===== config.mk =====
export PLATFORM = sky130hd
export DESIGN_NAME = trdb_packet_deframer
export DESIGN_NICKNAME = d
export VERILOG_FILES = /design/src/rtl/trdb_packet_deframer.sv
export SDC_FILE = /design/constraint.sdc
export NUM_CORES = 1
export LEC_CHECK = 0
export CORE_MARGIN = 1
export CORE_UTILIZATION = 30
export CTS_CLUSTER_DIAMETER = 40
export CTS_CLUSTER_SIZE = 25
export DETAILED_ROUTE_END_ITERATION = 12
export GPL_TIMING_DRIVEN = 0
export PLACE_DENSITY = 0.54
export SLEW_MARGIN = 20
export SYNTH_ARGS = -nofsm -noshare
export SYNTH_HDL_FRONTEND = slang
export SYNTH_SLANG_ARGS = --single-unit

===== constraint.sdc =====
create_clock -name clk_i -period 3.1 [get_ports clk_i]
set_input_delay 0.31 -clock clk_i [delete_from_list [all_inputs] [get_ports clk_i]]
set_output_delay 0.31 -clock clk_i [all_outputs]
set_load 0.005 [all_outputs]

===== src/rtl/trdb_packet_deframer.sv =====
// Receive-side deframer for the trace packet link: turns a header+payload byte
// stream back into decoded encoder packets on a registered valid/ready output.
package trdb_deframer_pkg;
  typedef enum logic [1:0] {
    F_OPT_EXT    = 2'd0,
    F_ADDR_ONLY  = 2'd1,
    F_DIFF_DELTA = 2'd2,
    F_SYNC       = 2'd3
  } trdb_format_e;

  typedef enum logic [1:0] {
    SF_START   = 2'd0,
    SF_TRAP    = 2'd1,
    SF_CONTEXT = 2'd2,
    SF_SUPPORT = 2'd3
  } trdb_f_sync_subformat_e;
endpackage

module trdb_packet_deframer
  import trdb_deframer_pkg::*;
#(
  parameter int MAX_PAYLOAD_BYTES = 16,
  parameter int TIMEOUT_CYCLES    = 64,
  parameter int THADDR_POS        = 4
) (
  input  logic                           clk_i,
  input  logic                           rst_ni,
  input  logic                           byte_valid_i,
  input  logic [7:0]                     byte_i,
  output logic                           byte_ready_o,
  output logic                           pkt_valid_o,
  input  logic                           pkt_ready_i,
  output trdb_format_e                   packet_format_o,
  output trdb_f_sync_subformat_e         packet_f_sync_subformat_o,
  output logic                           thaddr_o,
  output logic [7:0]                     pkt_len_o,
  output logic [8*MAX_PAYLOAD_BYTES-1:0] payload_o,
  output logic                           err_len_o,
  output logic                           err_timeout_o
);

  localparam int PW = 8 * MAX_PAYLOAD_BYTES;
  localparam int TW = (TIMEOUT_CYCLES > 0) ? $clog2(TIMEOUT_CYCLES + 1) : 1;

  // Handshakes: a byte moves on any edge where byte_valid_i && byte_ready_o,
  // a packet moves on any edge where pkt_valid_o && pkt_ready_i; neither ready
  // depends combinationally on the opposite valid.
  typedef enum logic [1:0] {
    ST_IDLE    = 2'd0,
    ST_PAYLOAD = 2'd1,
    ST_OUT     = 2'd2
  } state_e;

  state_e                 state_q, state_d;
  logic [7:0]             len_q, len_d;
  logic [7:0]             idx_q, idx_d;
  logic [TW-1:0]          tmo_q, tmo_d;
  logic [PW-1:0]          payload_q, payload_d;
  trdb_format_e           fmt_q, fmt_d;
  trdb_f_sync_subformat_e sub_q, sub_d;
  logic                   thaddr_q, thaddr_d;
  logic                   err_len_q, err_len_d;
  logic                   err_tmo_q, err_tmo_d;

  always_comb begin
    state_d   = state_q;
    len_d     = len_q;
    idx_d     = idx_q;
    tmo_d     = tmo_q;
    payload_d = payload_q;
    fmt_d     = fmt_q;
    sub_d     = sub_q;
    thaddr_d  = thaddr_q;
    err_len_d = 1'b0;
    err_tmo_d = 1'b0;

    case (state_q)
      ST_IDLE: begin
        if (byte_valid_i) begin
          if (byte_i == 8'd0 || byte_i > 8'(MAX_PAYLOAD_BYTES)) begin
            err_len_d = 1'b1;
          end else begin
            len_d     = byte_i;
            payload_d = '0;
            idx_d     = 8'd0;
            tmo_d     = '0;
            state_d   = ST_PAYLOAD;
          end
        end
      end

      ST_PAYLOAD: begin
        if (byte_valid_i) begin
          for (int k = 0; k < MAX_PAYLOAD_BYTES; k++) begin
            if (idx_q == 8'(k)) payload_d[8*k +: 8] = byte_i;
          end
          idx_d = idx_q + 8'd1;
          tmo_d = '0;
          if (idx_q == len_q - 8'd1) begin
            // Decode from the just-completed payload so the packet fields are
            // registered together with the final byte.
            state_d  = ST_OUT;
            fmt_d    = trdb_format_e'(payload_d[1:0]);
            sub_d    = SF_START;
            thaddr_d = 1'b0;
            if (fmt_d == F_SYNC) begin
              sub_d = trdb_f_sync_subformat_e'(payload_d[3:2]);
              if (sub_d == SF_TRAP) thaddr_d = payload_d[THADDR_POS];
            end
          end
        end else begin
          if (tmo_q != '1) tmo_d = tmo_q + 1'b1;
          if (TIMEOUT_CYCLES != 0 && tmo_d == TW'(TIMEOUT_CYCLES)) begin
            err_tmo_d = 1'b1;
            payload_d = '0;
            len_d     = 8'd0;
            idx_d     = 8'd0;
            tmo_d     = '0;
            state_d   = ST_IDLE;
          end
        end
      end

      ST_OUT: begin
        if (pkt_ready_i) state_d = ST_IDLE;
      end

      default: state_d = ST_IDLE;
    endcase
  end

  always_ff @(posedge clk_i or negedge rst_ni) begin
    if (!rst_ni) begin
      state_q   <= ST_IDLE;
      len_q     <= 8'd0;
      idx_q     <= 8'd0;
      tmo_q     <= '0;
      payload_q <= '0;
      fmt_q     <= F_OPT_EXT;
      sub_q     <= SF_START;
      thaddr_q  <= 1'b0;
      err_len_q <= 1'b0;
      err_tmo_q <= 1'b0;
    end else begin
      state_q   <= state_d;
      len_q     <= len_d;
      idx_q     <= idx_d;
      tmo_q     <= tmo_d;
      payload_q <= payload_d;
      fmt_q     <= fmt_d;
      sub_q     <= sub_d;
      thaddr_q  <= thaddr_d;
      err_len_q <= err_len_d;
      err_tmo_q <= err_tmo_d;
    end
  end

  assign byte_ready_o              = (state_q == ST_IDLE) || (state_q == ST_PAYLOAD);
  assign pkt_valid_o               = (state_q == ST_OUT);
  assign packet_format_o           = fmt_q;
  assign packet_f_sync_subformat_o = sub_q;
  assign thaddr_o                  = thaddr_q;
  assign pkt_len_o                 = len_q;
  assign payload_o                 = payload_q;
  assign err_len_o                 = err_len_q;
  assign err_timeout_o             = err_tmo_q;

endmodule

==> results.json <==
{
  "routed_wirelength_mm": 22.5,
  "grt_max_degree": 91,
  "yosysSeqAreaShare_pct": 57.0,
  "grt_pass1_vias": 5950,
  "hold_class": "in -> async",
  "antenna_cells": 0,
  "crit_end": "payload_o[117]$_DFFE_PN0P_",
  "endpoint_kind": "register",
  "grt_usage_pct": 19.1,
  "fin_worst_skew_ns": 0.00997,
  "cap_violations": 0,
  "core-area_um2": 22800,
  "ys_ff_latch": 160,
  "clock_latency_ns": 0.43,
  "critPathKind": "reg -> reg",
  "clock-sinks": 160,
  "post_cts_buffers": 0,
  "fmax_ghz": 0.341,
  "critPathRequiredTime_ns": 3.42,
  "status": "finished, final reports clean",
  "clock-root-buffer": "clkbuf_16",
  "antenna_found_initial": 0,
  "via_count": 5860,
  "r2r-start": "tmo_q[0]$_DFFE_PN0P_",
  "ant_nets": 0,
  "drtPass1Iterations": 5,
  "synth_edf_count": 0,
  "gp_congestion": 0.826,
  "die_w_um": 155,
  "layout_commonest_cell": "dfrtp_1",
  "cp_max_fo": 10,
  "utilization_pct": 42.4,
  "grt_setup_unrepaired": "false",
  "startpoint": "tmo_q[0]$_DFFE_PN0P_",
  "post_drt_wl_per_cell_um": 20.5,
  "overflow": 0,
  "synth-main-ff-cell": "dfrtp_1",
  "clockBufferDepth": 2,
  "fin_crit_ns": 2.94,
  "synthToLayoutAreaGrowth_pct": 37.5,
  "hold_viol": 0,
  "async_reset_ff_share_pct": 100,
  "dp_hpwl_mm": 15.9,
  "reg2reg_slack_ns": 0.16,
  "yosysUniqueCellTypes": 56,
  "syn_area_um2": 7020,
  "cts_tree": "yes",
  "cp.arrival_ns": 3.25,
  "finalCritPeriodShare_pct": 94.7,
  "p_per_area_nw_per_um2": 882,
  "tightestPinTransition_ns": 0.882,
  "routed_via_density": 5.34,
  "finalNetCount": 789,
  "cts_max_level": 4,
  "die_area_um2": 24000,
  "port_buffers": 155,
  "drive_gt1_share_pct": 9.06,
  "power.leakage_uw": 0.00409,
  "ys_warn_count": 0,
  "syn_area_per_cell_um2": 11.8,
  "drc": 0,
  "syn_inst": 595,
  "grt_pass1_wl_mm": 35.3,
  "start_util_pct": 30.8,
  "start_kind": "register",
  "pin_count": 157,
  "slew_violations": 0,
  "drt_iter0_markers": 372,
  "maxSlewHeadroom_pct": 41.2,
  "final_cell_mix": "160 x dfrtp_1, 154 x clkdlybuf4s50_1, 81 x a32o_1",
  "synth.net_count": 613,
  "r2r_end": "payload_o[117]$_DFFE_PN0P_",
  "setup_viol": 0,
  "max-vdd-ir-drop_v": 0.000449,
  "clk_pin_slew_ns": 0.07,
  "die_y_um": 155,
  "rows": 55,
  "rr_worst_depth": 10,
  "p_total_uw": 8510,
  "numCtsBuffers": 17
}
-- logic make-up after synthesis --
| logic type | share of synthesized area (%) |
|---|---|
| compound gates | 21.8 |
| flops | 57.0 |
| xor+xnor | 0.873 |
| simple gates | 11.9 |
| buf+inv | 3.81 |
| fa+ha+maj | 1.07 |
| mux | 3.47 |
-- layer usage --
| metal | GRT usage (%) | vias to the layer above | wire length [µm] |
|---|---|---|---|
| li1 | - | 2667 | - |
| met1 | 24.7 | 3001 | 9990 |
| met2 | 31.6 | 172 | 10800 |
| met3 | 5.46 | 20 | 1440 |
| met4 | 4.48 | 0 | 247 |
| met5 | 0 | - | 0 |
-- layout make-up --
| cell class | instances | area [µm²] |
|---|---|---|
| Sequential cell | 160 | 4000 |
| Clock buffer | 17 | 425 |
| Fill cell | 2125 | 13100 |
| Timing Repair Buffer | 157 | 1590 |
| Inverter | 12 | 45.0 |
| Tap cell | 313 | 392 |
| Clock inverter | 15 | 166 |
| Buffer | 44 | 228 |
| Multi-Input combinational cell | 379 | 2800 |
-- synth_stat cells (all sizes together) (2+ instances only) --
cell       n  area (µm²)
and3      11        68.8
mux2       3        33.8
a32o      81         811
nand3b     2        15.0
and2       3        21.3
dfrtp    160        4000
xor2       4        35.0
nand4      4        25.0
inv       12        45.0
nor3      12        60.1
or2        4        25.0
o31a       2        17.5
a21oi     16        80.1
nand3     39         208
clkbuf    31         116
nand2     37         139
a21boi     2        15.0
nand2b     7        43.8
buf       13         106
a211o      2        17.5
a31o       2        17.5
o31ai      3        27.5
xnor2      3        26.3
a22o       9        78.8
o2111ai    2        17.5
o211ai     3        22.5
a31oi      4        25.0
ha         6        75.1
o21a       2        15.0
or4        3        22.5
a21o       4        30.0
nor4       7        50.1
nor2      21        78.8
o21ai     19        95.1
or3        6        37.5
mux2i     21         210
o2bb2ai   24         210
-- how the worst min path moves through the flow --
stage,cells after the start,endpoint,startpoint
2_1_floorplan,0,err_len_o$_DFF_PN0_,rst_ni
3_3_place_gp,1,packet_f_sync_subformat_o[0]$_DFFE_PN0P_,packet_f_sync_subformat_o[0]$_DFFE_PN0P_
3_5_place_dp,1,payload_o[92]$_DFFE_PN0P_,rst_ni
4_1_cts,4,err_len_o$_DFF_PN0_,byte_valid_i
5_1_grt,1,payload_o[6]$_DFFE_PN0P_,payload_o[6]$_DFFE_PN0P_
6_report,2,payload_o[92]$_DFFE_PN0P_,rst_ni
-- sequential cells by signal (all words and copies together), names as in the netlist, 2 cells and up --
| name | cells |
|---|---|
| payload_o | 128 |
| idx_q | 8 |
| pkt_len_o | 8 |
| tmo_q | 7 |
| packet_f_sync_subformat_o | 2 |
| packet_format_o | 2 |
| state_q | 2 |
-- worst max-delay path, cell delays in order, from the launching register on --
cell and delay, ns:
dfrtp_1 0.45, ha_2 0.26, nand3_1 0.14, o211ai_1 0.12
a21o_1 0.26, or4b_1 0.52, buf_2 0.21, and2_4 0.17
buf_6 0.12, clkbuf_1 0.24, a32o_1 0.33
-- what timing repair did --
action	CTS	global route
resized for setup	5	13
endpoints found under the setup margin	68	84
endpoints found under the hold margin	89	0
hold buffers	1	0
gates cloned	0	0
-- report_power, final --
group / switching [µW] / total (µW) / internal (µW)
registers: 482 / 3180 / 2690
logic: 1550 / 3270 / 1720
clock network: 991 / 2070 / 1080
-- stage by stage --
stage | hold WS [ns] | setup TNS, ns | std cells | cell area (µm²) | worst slack (ns)
finish | 0.466 | 0 | 1097 | 9660 | 0.165
global route | 0.516 | 0 | 1097 | 9660 | 0.00795
global placement | 0.471 | -764.92 | 1063 | 8970 | -4.65
CTS | 0.480 | 0 | 1097 | 9620 | 0.0977
detailed placement | 0.375 | -24.85 | 1064 | 9000 | -0.465
floorplan | 0.0144 | 0 | 595 | 7020 | 0.433
No activity file was read; power rests on OpenSTA's default activity.
